--- src/rtl/layer_scene_ctrl_if.sv ---
// Bus between the frame/game event sources and the scene sequencer:
// request pulses in, layer enable mask and scene status out.
interface layer_scene_ctrl_if;
    logic       startOfFrame;
    logic       gameStart;
    logic       pauseToggle;
    logic       winEvent;
    logic       debugSw;
    logic [6:0] layerEn;
    logic       freeze;
    logic [2:0] sceneState;
    logic [7:0] frameCnt;

    modport master (
        output startOfFrame, gameStart, pauseToggle, winEvent, debugSw,
        input  layerEn, freeze, sceneState, frameCnt
    );

    modport slave (
        input  startOfFrame, gameStart, pauseToggle, winEvent, debugSw,
        output layerEn, freeze, sceneState, frameCnt
    );
endinterface

--- src/rtl/layer_scene_ctrl.sv ---
// Frame-aligned scene sequencer driving the per-layer enable mask of the VGA mux.
// Optional macro DEBUG_LAYER_EN routes debugSw to layerEn[4] in PLAY/PAUSE/WIN_FLASH.
module layer_scene_ctrl #(
    parameter int FLASH_FRAMES  = 15,
    parameter int FLASH_TOGGLES = 6
) (
    input logic               clk,
    input logic               resetN,
    layer_scene_ctrl_if.slave bus
);
    typedef enum logic [2:0] {
        S_IDLE      = 3'd0,
        S_PLAY      = 3'd1,
        S_PAUSE     = 3'd2,
        S_WIN_FLASH = 3'd3,
        S_WIN_HOLD  = 3'd4
    } scene_state_t;

    localparam logic [7:0] BLINK_RELOAD = 8'(FLASH_FRAMES - 1);
    localparam logic [7:0] TOGGLE_LAST  = 8'(FLASH_TOGGLES - 1);
    localparam logic [6:0] GAME_MASK    = 7'h2F;

    scene_state_t state_reg, state_next;
    logic [7:0]   frame_cnt_reg, frame_cnt_next;
    logic [7:0]   blink_cnt_reg, blink_cnt_next;
    logic [7:0]   toggle_cnt_reg, toggle_cnt_next;
    logic         win_bit_reg, win_bit_next;
    logic         dbg_reg, dbg_next;
    logic         pend_start_reg, pend_start_next;
    logic         pend_pause_reg, pend_pause_next;
    logic         pend_win_reg, pend_win_next;
    logic [6:0]   layer_en_reg, layer_en_next;
    logic         freeze_reg, freeze_next;
    logic         want_start, want_pause, want_win, enter;

    always_ff @(posedge clk or negedge resetN) begin
        if (!resetN) begin
            state_reg      <= S_IDLE;
            frame_cnt_reg  <= 8'd0;
            blink_cnt_reg  <= 8'd0;
            toggle_cnt_reg <= 8'd0;
            win_bit_reg    <= 1'b0;
            dbg_reg        <= 1'b0;
            pend_start_reg <= 1'b0;
            pend_pause_reg <= 1'b0;
            pend_win_reg   <= 1'b0;
            layer_en_reg   <= 7'h00;
            freeze_reg     <= 1'b1;
        end else begin
            state_reg      <= state_next;
            frame_cnt_reg  <= frame_cnt_next;
            blink_cnt_reg  <= blink_cnt_next;
            toggle_cnt_reg <= toggle_cnt_next;
            win_bit_reg    <= win_bit_next;
            dbg_reg        <= dbg_next;
            pend_start_reg <= pend_start_next;
            pend_pause_reg <= pend_pause_next;
            pend_win_reg   <= pend_win_next;
            layer_en_reg   <= layer_en_next;
            freeze_reg     <= freeze_next;
        end
    end

    always_comb begin
        state_next      = state_reg;
        frame_cnt_next  = frame_cnt_reg;
        blink_cnt_next  = blink_cnt_reg;
        toggle_cnt_next = toggle_cnt_reg;
        win_bit_next    = win_bit_reg;
        dbg_next        = dbg_reg;
        enter           = 1'b0;
        // A pulse coincident with startOfFrame is treated as already pending.
        want_start      = pend_start_reg | bus.gameStart;
        want_pause      = pend_pause_reg | bus.pauseToggle;
        want_win        = pend_win_reg | bus.winEvent;
        pend_start_next = bus.startOfFrame ? 1'b0 : want_start;
        pend_pause_next = bus.startOfFrame ? 1'b0 : want_pause;
        pend_win_next   = bus.startOfFrame ? 1'b0 : want_win;

        case (state_reg)
            S_IDLE: begin
                if (bus.startOfFrame && want_start) begin
                    state_next = S_PLAY;
                    enter      = 1'b1;
                end
            end
            S_PLAY: begin
                if (bus.startOfFrame) begin
                    if (want_win) begin
                        state_next = S_WIN_FLASH;
                        enter      = 1'b1;
                    end else if (want_start) begin
                        enter      = 1'b1;
                    end else if (want_pause) begin
                        state_next = S_PAUSE;
                        enter      = 1'b1;
                    end
                end
            end
            S_PAUSE: begin
                if (bus.startOfFrame && (want_start || want_pause)) begin
                    state_next = S_PLAY;
                    enter      = 1'b1;
                end
            end
            S_WIN_FLASH: begin
                if (bus.startOfFrame) begin
                    if (blink_cnt_reg == 8'd0) begin
                        win_bit_next   = ~win_bit_reg;
                        blink_cnt_next = BLINK_RELOAD;
                        if (toggle_cnt_reg == TOGGLE_LAST) begin
                            state_next = S_WIN_HOLD;
                            enter      = 1'b1;
                        end else begin
                            toggle_cnt_next = toggle_cnt_reg + 8'd1;
                        end
                    end else begin
                        blink_cnt_next = blink_cnt_reg - 8'd1;
                    end
                end
            end
            S_WIN_HOLD: begin
                if (bus.startOfFrame && want_start) begin
                    state_next = S_PLAY;
                    enter      = 1'b1;
                end
            end
            default: begin
                // Unused codes recover without waiting for a frame boundary.
                state_next = S_IDLE;
                enter      = 1'b1;
            end
        endcase

        if (enter) begin
            frame_cnt_next = 8'd0;
        end else if (bus.startOfFrame && frame_cnt_reg != 8'hFF) begin
            frame_cnt_next = frame_cnt_reg + 8'd1;
        end

        if (enter && state_next == S_WIN_FLASH) begin
            win_bit_next    = 1'b1;
            blink_cnt_next  = BLINK_RELOAD;
            toggle_cnt_next = 8'd0;
        end

`ifdef DEBUG_LAYER_EN
        if (bus.startOfFrame) begin
            dbg_next = bus.debugSw;
        end
`else
        dbg_next = 1'b0;
`endif

        case (state_next)
            S_PLAY, S_PAUSE: layer_en_next = GAME_MASK | {2'b00, dbg_next, 4'b0000};
            S_WIN_FLASH:     layer_en_next = GAME_MASK | {win_bit_next, 1'b0, dbg_next, 4'b0000};
            S_WIN_HOLD:      layer_en_next = 7'h40;
            default:         layer_en_next = 7'h00;
        endcase
        freeze_next = (state_next != S_PLAY);
    end

    assign bus.layerEn    = layer_en_reg;
    assign bus.freeze     = freeze_reg;
    assign bus.sceneState = state_reg;
    assign bus.frameCnt   = frame_cnt_reg;
endmodule
--- src/flat_wrapper.sv ---
// flat-port wrapper written by rule: the top's interface ports become plain ports
module layer_scene_ctrl_flat 
#(
    parameter int FLASH_FRAMES  = 15,
    parameter int FLASH_TOGGLES = 6
)
  (clk, resetN, bus_startOfFrame, bus_gameStart, bus_pauseToggle, bus_winEvent, bus_debugSw, bus_layerEn, bus_freeze, bus_sceneState, bus_frameCnt);
  layer_scene_ctrl_if bus_i ();
  input logic clk;
  input logic resetN;
  input wire logic [$bits(bus_i.startOfFrame)-1:0] bus_startOfFrame;
  input wire logic [$bits(bus_i.gameStart)-1:0] bus_gameStart;
  input wire logic [$bits(bus_i.pauseToggle)-1:0] bus_pauseToggle;
  input wire logic [$bits(bus_i.winEvent)-1:0] bus_winEvent;
  input wire logic [$bits(bus_i.debugSw)-1:0] bus_debugSw;
  output wire logic [$bits(bus_i.layerEn)-1:0] bus_layerEn;
  output wire logic [$bits(bus_i.freeze)-1:0] bus_freeze;
  output wire logic [$bits(bus_i.sceneState)-1:0] bus_sceneState;
  output wire logic [$bits(bus_i.frameCnt)-1:0] bus_frameCnt;
  assign bus_i.startOfFrame = bus_startOfFrame;
  assign bus_i.gameStart = bus_gameStart;
  assign bus_i.pauseToggle = bus_pauseToggle;
  assign bus_i.winEvent = bus_winEvent;
  assign bus_i.debugSw = bus_debugSw;
  assign bus_layerEn = bus_i.layerEn;
  assign bus_freeze = bus_i.freeze;
  assign bus_sceneState = bus_i.sceneState;
  assign bus_frameCnt = bus_i.frameCnt;
  layer_scene_ctrl #(.FLASH_FRAMES(FLASH_FRAMES), .FLASH_TOGGLES(FLASH_TOGGLES)) u_core (.clk(clk), .resetN(resetN), .bus(bus_i));
endmodule
--- config.mk ---
export PLATFORM = sky130hd
export DESIGN_NAME = layer_scene_ctrl_flat
export DESIGN_NICKNAME = d
export VERILOG_FILES = /design/src/rtl/layer_scene_ctrl_if.sv /design/src/rtl/layer_scene_ctrl.sv /design/src/flat_wrapper.sv
export SDC_FILE = /design/constraint.sdc
export NUM_CORES = 1
export LEC_CHECK = 0
export ABC_AREA = 1
export CORE_MARGIN = 2
export CORE_UTILIZATION = 50
export CTS_BUF_LIST = sky130_fd_sc_hd__clkbuf_8 sky130_fd_sc_hd__clkbuf_16
export CTS_CLUSTER_SIZE = 20
export DETAILED_ROUTE_END_ITERATION = 8
export HOLD_SLACK_MARGIN = 0.02
export PLACE_DENSITY = 0.75
export REMOVE_ABC_BUFFERS = 1
export SETUP_SLACK_MARGIN = 0.1
export SYNTH_ARGS = -nofsm -noshare
export SYNTH_HDL_FRONTEND = slang
export SYNTH_SLANG_ARGS = --single-unit
export TNS_END_PERCENT = 100
--- constraint.sdc ---
create_clock -name clk -period 1.64 [get_ports clk]
set_clock_uncertainty 0.1 [all_clocks]
set_input_delay 0.492 -clock clk [delete_from_list [all_inputs] [get_ports clk]]
set_output_delay 0.492 -clock clk [all_outputs]
set_load 0.05 [all_outputs]
After elaboration in Yosys (flattened, before gate mapping)

Cells that the tools add are included.

$add $sub $neg: 3
$mul: 0
Div/mod/pow operators: 0
Magnitude comparators: 0
Equal/unequal tests: 12
Shift-type cells: 0
Muxes and demuxes: 39
Bitwise operators: 4
Reduce and logical (&&, ||, !) cells: 15

Operators by type and width:

| operator            | count |
|---|---|
| $mux 8              | 11 |
| $mux 3              | 9 |
| $pmux 7 s3          | 1 |
| $add 8x1->8 const B | 2 |
| $mux 1              | 16 |
| $eq 3x2->1 const B  | 4 |
| $pmux 3 s4          | 1 |
| $eq 8x3->1 const B  | 1 |
| $logic_not 8->1     | 1 |
| $ne 8x8->1 const B  | 1 |
| $reduce_bool 2->1   | 4 |
| $sub 8x1->8 const B | 1 |
| $eq 3x1->1 const B  | 2 |
| $eq 3x3->1 const B  | 2 |
| $logic_and 1x1->1   | 4 |
| $pmux 1 s4          | 1 |
| $reduce_and 4->1    | 1 |
| $reduce_or 2->1     | 2 |
| $logic_not 3->1     | 1 |
| $ne 3x1->1 const B  | 1 |
| $or 1x1->1          | 3 |
| $ne 2x2->1 const B  | 1 |
| $reduce_and 2->1    | 1 |
| $logic_or 1x1->1    | 1 |
| $not 1->1           | 1 |

Register bits: 39
Bits in latches: 0
Memory bits (writable): 0
Bits in read-only memories: 0
Input port bits: 7
Output and inout bits: 19
Word-level logic and storage cells: 83
Memories kept: 0

Depth between registers and ports, before layout

Word-level depth: 10
Depth in mapped cells: 12
Depth with buffers taken out: 12

Worst setup path after synthesis

No wires, ideal clock.

Kind: flip-flop to flip-flop
Start point: register u_core.state_reg[1], in the netlist u_core.bus.sceneState[1]
End point: register u_core.toggle_cnt_reg[6]
Library setup time: 118 ps
Arrival time: 1,723 ps
Data required time: 1,422 ps
Path slack: -301 ps
Stages on the path, launching flop included: 11
Buffers on the path: 1
Period minus slack after synthesis: 1,941 ps
Cell sequence: dfrtp_1 -> nand3_2 -> nor2_8 -> nand3_4 -> nand2_4 -> inv_2 -> nand2_4 -> nand3_4 -> buf_6 -> nand3_1 -> nand2_1

Word-level cells in the longest chain between the ends: 9
Elaborated cells between the ends (all ways): 25
Those cells by class: eq/ne: 6; mux: 12; reduce/logical: 7

Ends and longest elaborated chain:

| item                                                             | RTL line                | source |
|---|---|---|
| start: declaration                                               | layer_scene_ctrl.sv:23  | `scene_state_t state_reg, state_next;` |
| start signal: assignment                                         | layer_scene_ctrl.sv:50  | `state_reg <= state_next;` |
| $mux 3                                                           | layer_scene_ctrl.sv:94  | `end else if (want_pause) begin` |
| $mux 3                                                           | layer_scene_ctrl.sv:92  | `end else if (want_start) begin` |
| $mux 3                                                           | layer_scene_ctrl.sv:89  | `if (want_win) begin` |
| $mux 3                                                           | layer_scene_ctrl.sv:88  | `if (bus.startOfFrame) begin` |
| $pmux 3 s4                                                       | layer_scene_ctrl.sv:80  | `case (state_reg)` |
| $eq 3x2->1                                                       | layer_scene_ctrl.sv:141 | `if (enter && state_next == S_WIN_FLASH) begin` |
| $logic_and 1x1->1                                                | layer_scene_ctrl.sv:141 |  |
| $ne 2x2->1 (no line) / $reduce_bool 2->1 (equally long branches) | -                       |  |
| $reduce_and 4->1 (no line)                                       | -                       |  |
| end signal: assignment                                           | layer_scene_ctrl.sv:53  | `toggle_cnt_reg <= toggle_cnt_next;` |
| end: declaration                                                 | layer_scene_ctrl.sv:26  | `logic [7:0] toggle_cnt_reg, toggle_cnt_next;` |

Several ways; a longest one is shown, not always the timed one.
A chain may end at the register's enable or synchronous reset.

Final worst setup path

Start point: register u_core.state_reg[2], in the netlist u_core.bus.sceneState[2]
End point: register u_core.blink_cnt_reg[5]

Word-level cells in the longest chain between the ends: 9
Elaborated cells between the ends (all ways): 23
Those cells by class: eq/ne: 5; mux: 12; reduce/logical: 6

Ends and longest elaborated chain:

| item                        | RTL line                | source |
|---|---|---|
| $mux 3                      | layer_scene_ctrl.sv:94  |  |
| $mux 3                      | layer_scene_ctrl.sv:92  |  |
| $mux 3                      | layer_scene_ctrl.sv:89  |  |
| $mux 3                      | layer_scene_ctrl.sv:88  |  |
| $pmux 3 s4                  | layer_scene_ctrl.sv:80  |  |
| $eq 3x2->1                  | layer_scene_ctrl.sv:141 |  |
| $logic_and 1x1->1           | layer_scene_ctrl.sv:141 |  |
| $reduce_bool 2->1 (no line) | -                       |  |
| $reduce_and 2->1 (no line)  | -                       |  |
| end signal: assignment      | layer_scene_ctrl.sv:52  | `blink_cnt_reg <= blink_cnt_next;` |
| end: declaration            | layer_scene_ctrl.sv:25  | `logic [7:0] blink_cnt_reg, blink_cnt_next;` |

Several ways; a longest one is shown, not always the timed one.

==> results by stage <==
Setup path:
- The sort of element at the end of the critical path is a flop.
- The combined buffer and inverter count along the critical path is 3.
- The largest driver fanout on the critical path is 4.
- The cell with the biggest individual delay on the critical path is sky130_fd_sc_hd__dfrtp_1.
- Data arrives at the worst endpoint at 2.12 ns.
- Grouping stages by cell kind, the critical path spends the most delay in simple AND/OR/NAND/NOR gates.
- The type of origin of the critical path is a flop.
- At the worst endpoint, the required time is 1.77 ns.
- The delay of the slowest cell on the worst path is roughly 0.45 ns.
- Traced cell by cell, the critical path runs through inv_2, nand3_4, nor2_8, nand2_1, nor2_2, buf_4, xor2_1, nand3_1, inv_1.
- The type of the worst setup path is reg2reg.

Synthesis:
- Of the total synthesized cell area, the portion taken by full adders, half adders and majority gates is 0.0227.
- The number of synthesized register bits is 34.
- Of the total synthesized cell area, the portion taken by XOR and XNOR cells is 0.0438.
- The number of standard cells after synthesis is 270.
- Of the total synthesized cell area, the portion taken by AND, OR, NAND and NOR gates is 0.374.
- By area, the combinational part of the netlist is dominated by simple AND/OR/NAND/NOR gates.
- For this run, the register share of the synthesized area comes to 0.387.
- The synthesized-area fraction occupied by ao, oa, aoi and oai cells is 0.0512.
- Yosys mapped the design onto 31 distinct sky130hd cell types.
- After synthesis, the mean cell area works out to 8.15 um^2.
- The multiplexer share of the synthesized area is 0.
- The total number of yosys warnings is 0.
- The synthesized netlist occupies a cell area of 0.00220 mm^2.

Layout:
- The final design instance area without fill is between 0.003 and 0.004 mm^2.
- The final cell utilization of the core is 0.859.
- In the final layout, the share of cells above drive strength 1 is 0.524.
- The net count of the finished layout is 382.
- After filler insertion, the fill cell instance count of the layout stands at ~190.
- The area growth from synthesis to layout is 67.5%.
- The number of antenna repair diodes is 0.

Die:
- The total core area is 0.00429 mm^2.
- The top-level I/O count is 26.
- The y dimension of the die is ~70 um.
- The number of placement rows is 24.
- The width of the die is 70.3 um.
- The floorplan step defined a die boundary enclosing about 0.005 mm^2.
- For this configuration, the core starts out at a cell density of 0.513.

Timing:
- Summed over all failing endpoints, the final setup total negative slack is -5.49 ns.
- The count of pins over their slew limit was 0.
- After layout, the minimum clock period comes to 1.99 ns.
- Dividing the final minimum period by the clock period gives 1.21.
- The relative max-transition margin is 0.668.
- The transition time of the tightest slew-check pin is just under 0.5 ns.
- Static timing analysis puts the maximum clock frequency at 503 MHz.
- Setup repair after global routing could not meet its margin everywhere.
- The number of hold violations in the final report is 0.
- The least setup slack across all paths after layout is -0.350 ns.
- Setup violations remaining at the end of the flow were counted as 32.

Drt:
- The count of vias placed by the detailed router is 2,376.
- The detail route stage leaves a number of antenna-violating nets equal to 0.
- Dividing the detail-routed wire length by the instance count gives 19.5 um.
- The average vias per placed instance is around 5.6.
- The iteration count of the initial detailed-routing pass is 4.
- The DRC violations left is 0.
- The total length of routed wires is 8260 um.
- The number of DRC markers in iteration 0 is about 210.

Placed design:
- The post-detailed-placement half-perimeter wirelength is 3520 um.
- Summing all placed instances gives a cell area of a little under 0.003 mm^2.
- The worst slack after detailed placement is -0.763 ns.
- The global placer's final weighted congestion is 0.833.
- Port buffering added 23 buffers.

Global routing:
- The total overflow left after global routing is 0.
- For this run, the total global-route usage over all layers was measured as 0.285.
- The via count of the first global-routing pass was 2,360.
- The pin count of the biggest net entering global routing is 35.
- The first global-routing pass estimated 11,000 um of wire.
- The number of antenna violations at the first check in global routing was 0.

Power and ir drop:
- The maximum VDD drop is a little over 1 mV.
- After layout, the design draws a total of roughly 5.8 mW.
- Dividing total power by cell area gives a power density of approximately 1600 mW/mm^2.
- The leakage power figure is 1.90 nW.

Run status:
- The checks that failed: setup timing.
- The run finished, with violations left.

CTS:
- The number of buffers between clock root and the deepest sink is 2.
- The H-tree depth is 2.
- The clock-pin slew on the worst setup and hold paths is 0.10 ns.
- The latest clock arrival within the worst-skew pair is ~0.31 ns.
- The clock net in this run drives a total of 34 sinks.
- The library cell used as clock root buffer is sky130_fd_sc_hd__clkbuf_8.
- The number of buffers inserted for hold repair after clock tree synthesis is 0.
- Buffers inserted during clock tree synthesis total 5.
- TritonCTS built the clock tree.

Min path:
- The worst hold path belongs to the class in2async.

Job:
- Max-cap violations in this run came to 0.
## cell families after synthesis
kind of cell	Yosys count
other	1
buffers and inverters	58
and+or+nand+nor	143
xor gates and xnor gates	11
DFF	34
AOI/OAI and AO/OA	19
adders and majority gates	4
## cell usage after synthesis (all sizes together)
| library cell | count | share of area |
|---|---|---|
| o21ai | 14 | 0.039 |
| nand3 | 33 | 0.11 |
| dfrtp | 33 | 0.38 |
| nor3b | 1 | 0.0034 |
| nand3b | 2 | 0.0085 |
| o21a | 1 | 0.0034 |
| or2 | 1 | 0.0028 |
| conb | 1 | 0.0017 |
| buf | 9 | 0.036 |
| xor2 | 9 | 0.036 |
| nand4 | 5 | 0.014 |
| dfstp | 1 | 0.012 |
| nor2 | 28 | 0.088 |
| ha | 4 | 0.023 |
| a21oi | 4 | 0.0091 |
| inv | 49 | 0.084 |
| nor3 | 4 | 0.011 |
| nand2 | 69 | 0.14 |
| xnor2 | 2 | 0.0080 |
## layer usage
layer | GRT usage | vias to the layer above | wire (um)
met5 | 0 | - | 0
met4 | 0.156 | 0 | 419
met3 | 0.0548 | 43 | 568
met2 | 0.510 | 150 | 4210
met1 | 0.312 | 1142 | 3060
li1 | - | 1041 | -
## repair_timing
action	in CTS	in global routing
setup endpoints to repair	47	46
pin swaps	26	25
buffers inserted	14	16
gates resized for setup	63	45
gates cloned	4	0
## cell type report
cell class | instances | area, um^2 | share of cell area
sequential | 34 | 856 | 0.232
timing repair buffer | 99 | 1080 | 0.293
tap | 52 | 65.1 | 0.0176
inverter | 49 | 186 | 0.0506
multi-input combinational | 182 | 1390 | 0.377
clock buffer | 5 | 68.8 | 0.0187
clock inverter | 3 | 40.0 | 0.0109
## stage by stage
stage / instances / hold WS, ns
2_1_floorplan: 261 / 0.0964
3_3_place_gp: 385 / 0.425
3_5_place_dp: 385 / 0.452
4_1_cts: 411 / 0.464
5_1_grt: 424 / 0.454
6_report: 424 / 0.455
## final timing paths
kind	cells past startpoint	to	slack (ns)	from
worst min register to register	3	u_core.win_bit_reg	0.53	u_core.win_bit_reg
max in group asynchronous	2	u_core.bus.freeze	0.71	resetN
worst max register to register	9	u_core.blink_cnt_reg[5]	-0.35	u_core.bus.sceneState[2]
worst max-delay path	9	u_core.blink_cnt_reg[5]	-0.35	u_core.bus.sceneState[2]
worst min-delay path	2	u_core.bus.sceneState[2]	0.45	resetN
min in group clk	3	u_core.win_bit_reg	0.53	u_core.win_bit_reg
## placed cells by master (no fill, tap or decap), types with 5 or more instances in the layout
master,netlist,layout
sky130_fd_sc_hd__buf_12,0,20
sky130_fd_sc_hd__buf_4,6,54
sky130_fd_sc_hd__buf_6,3,20
sky130_fd_sc_hd__clkbuf_8,0,5
sky130_fd_sc_hd__dfrtp_1,33,30
sky130_fd_sc_hd__inv_1,44,35
sky130_fd_sc_hd__inv_2,5,13
sky130_fd_sc_hd__nand2_1,61,47
sky130_fd_sc_hd__nand2_2,3,13
sky130_fd_sc_hd__nand2_4,5,8
sky130_fd_sc_hd__nand3_1,26,15
sky130_fd_sc_hd__nand3_2,2,10
sky130_fd_sc_hd__nand3_4,5,11
sky130_fd_sc_hd__nand4_1,5,5
sky130_fd_sc_hd__nor2_1,21,13
sky130_fd_sc_hd__nor2_2,0,7
sky130_fd_sc_hd__o21ai_0,9,5
sky130_fd_sc_hd__o21ai_2,4,8
sky130_fd_sc_hd__xor2_1,9,9
## power by group
| part | switching, mW | leakage, nW | internal, mW |
|---|---|---|---|
| combinational | 2.05 | 1.40 | 1.67 |
| clock | 0.363 | 0.0579 | 0.448 |
| sequential | 0.240 | 0.434 | 1.04 |
| total | 2.65 | 1.90 | 3.16 |
(Power assumes the default switching activity.)
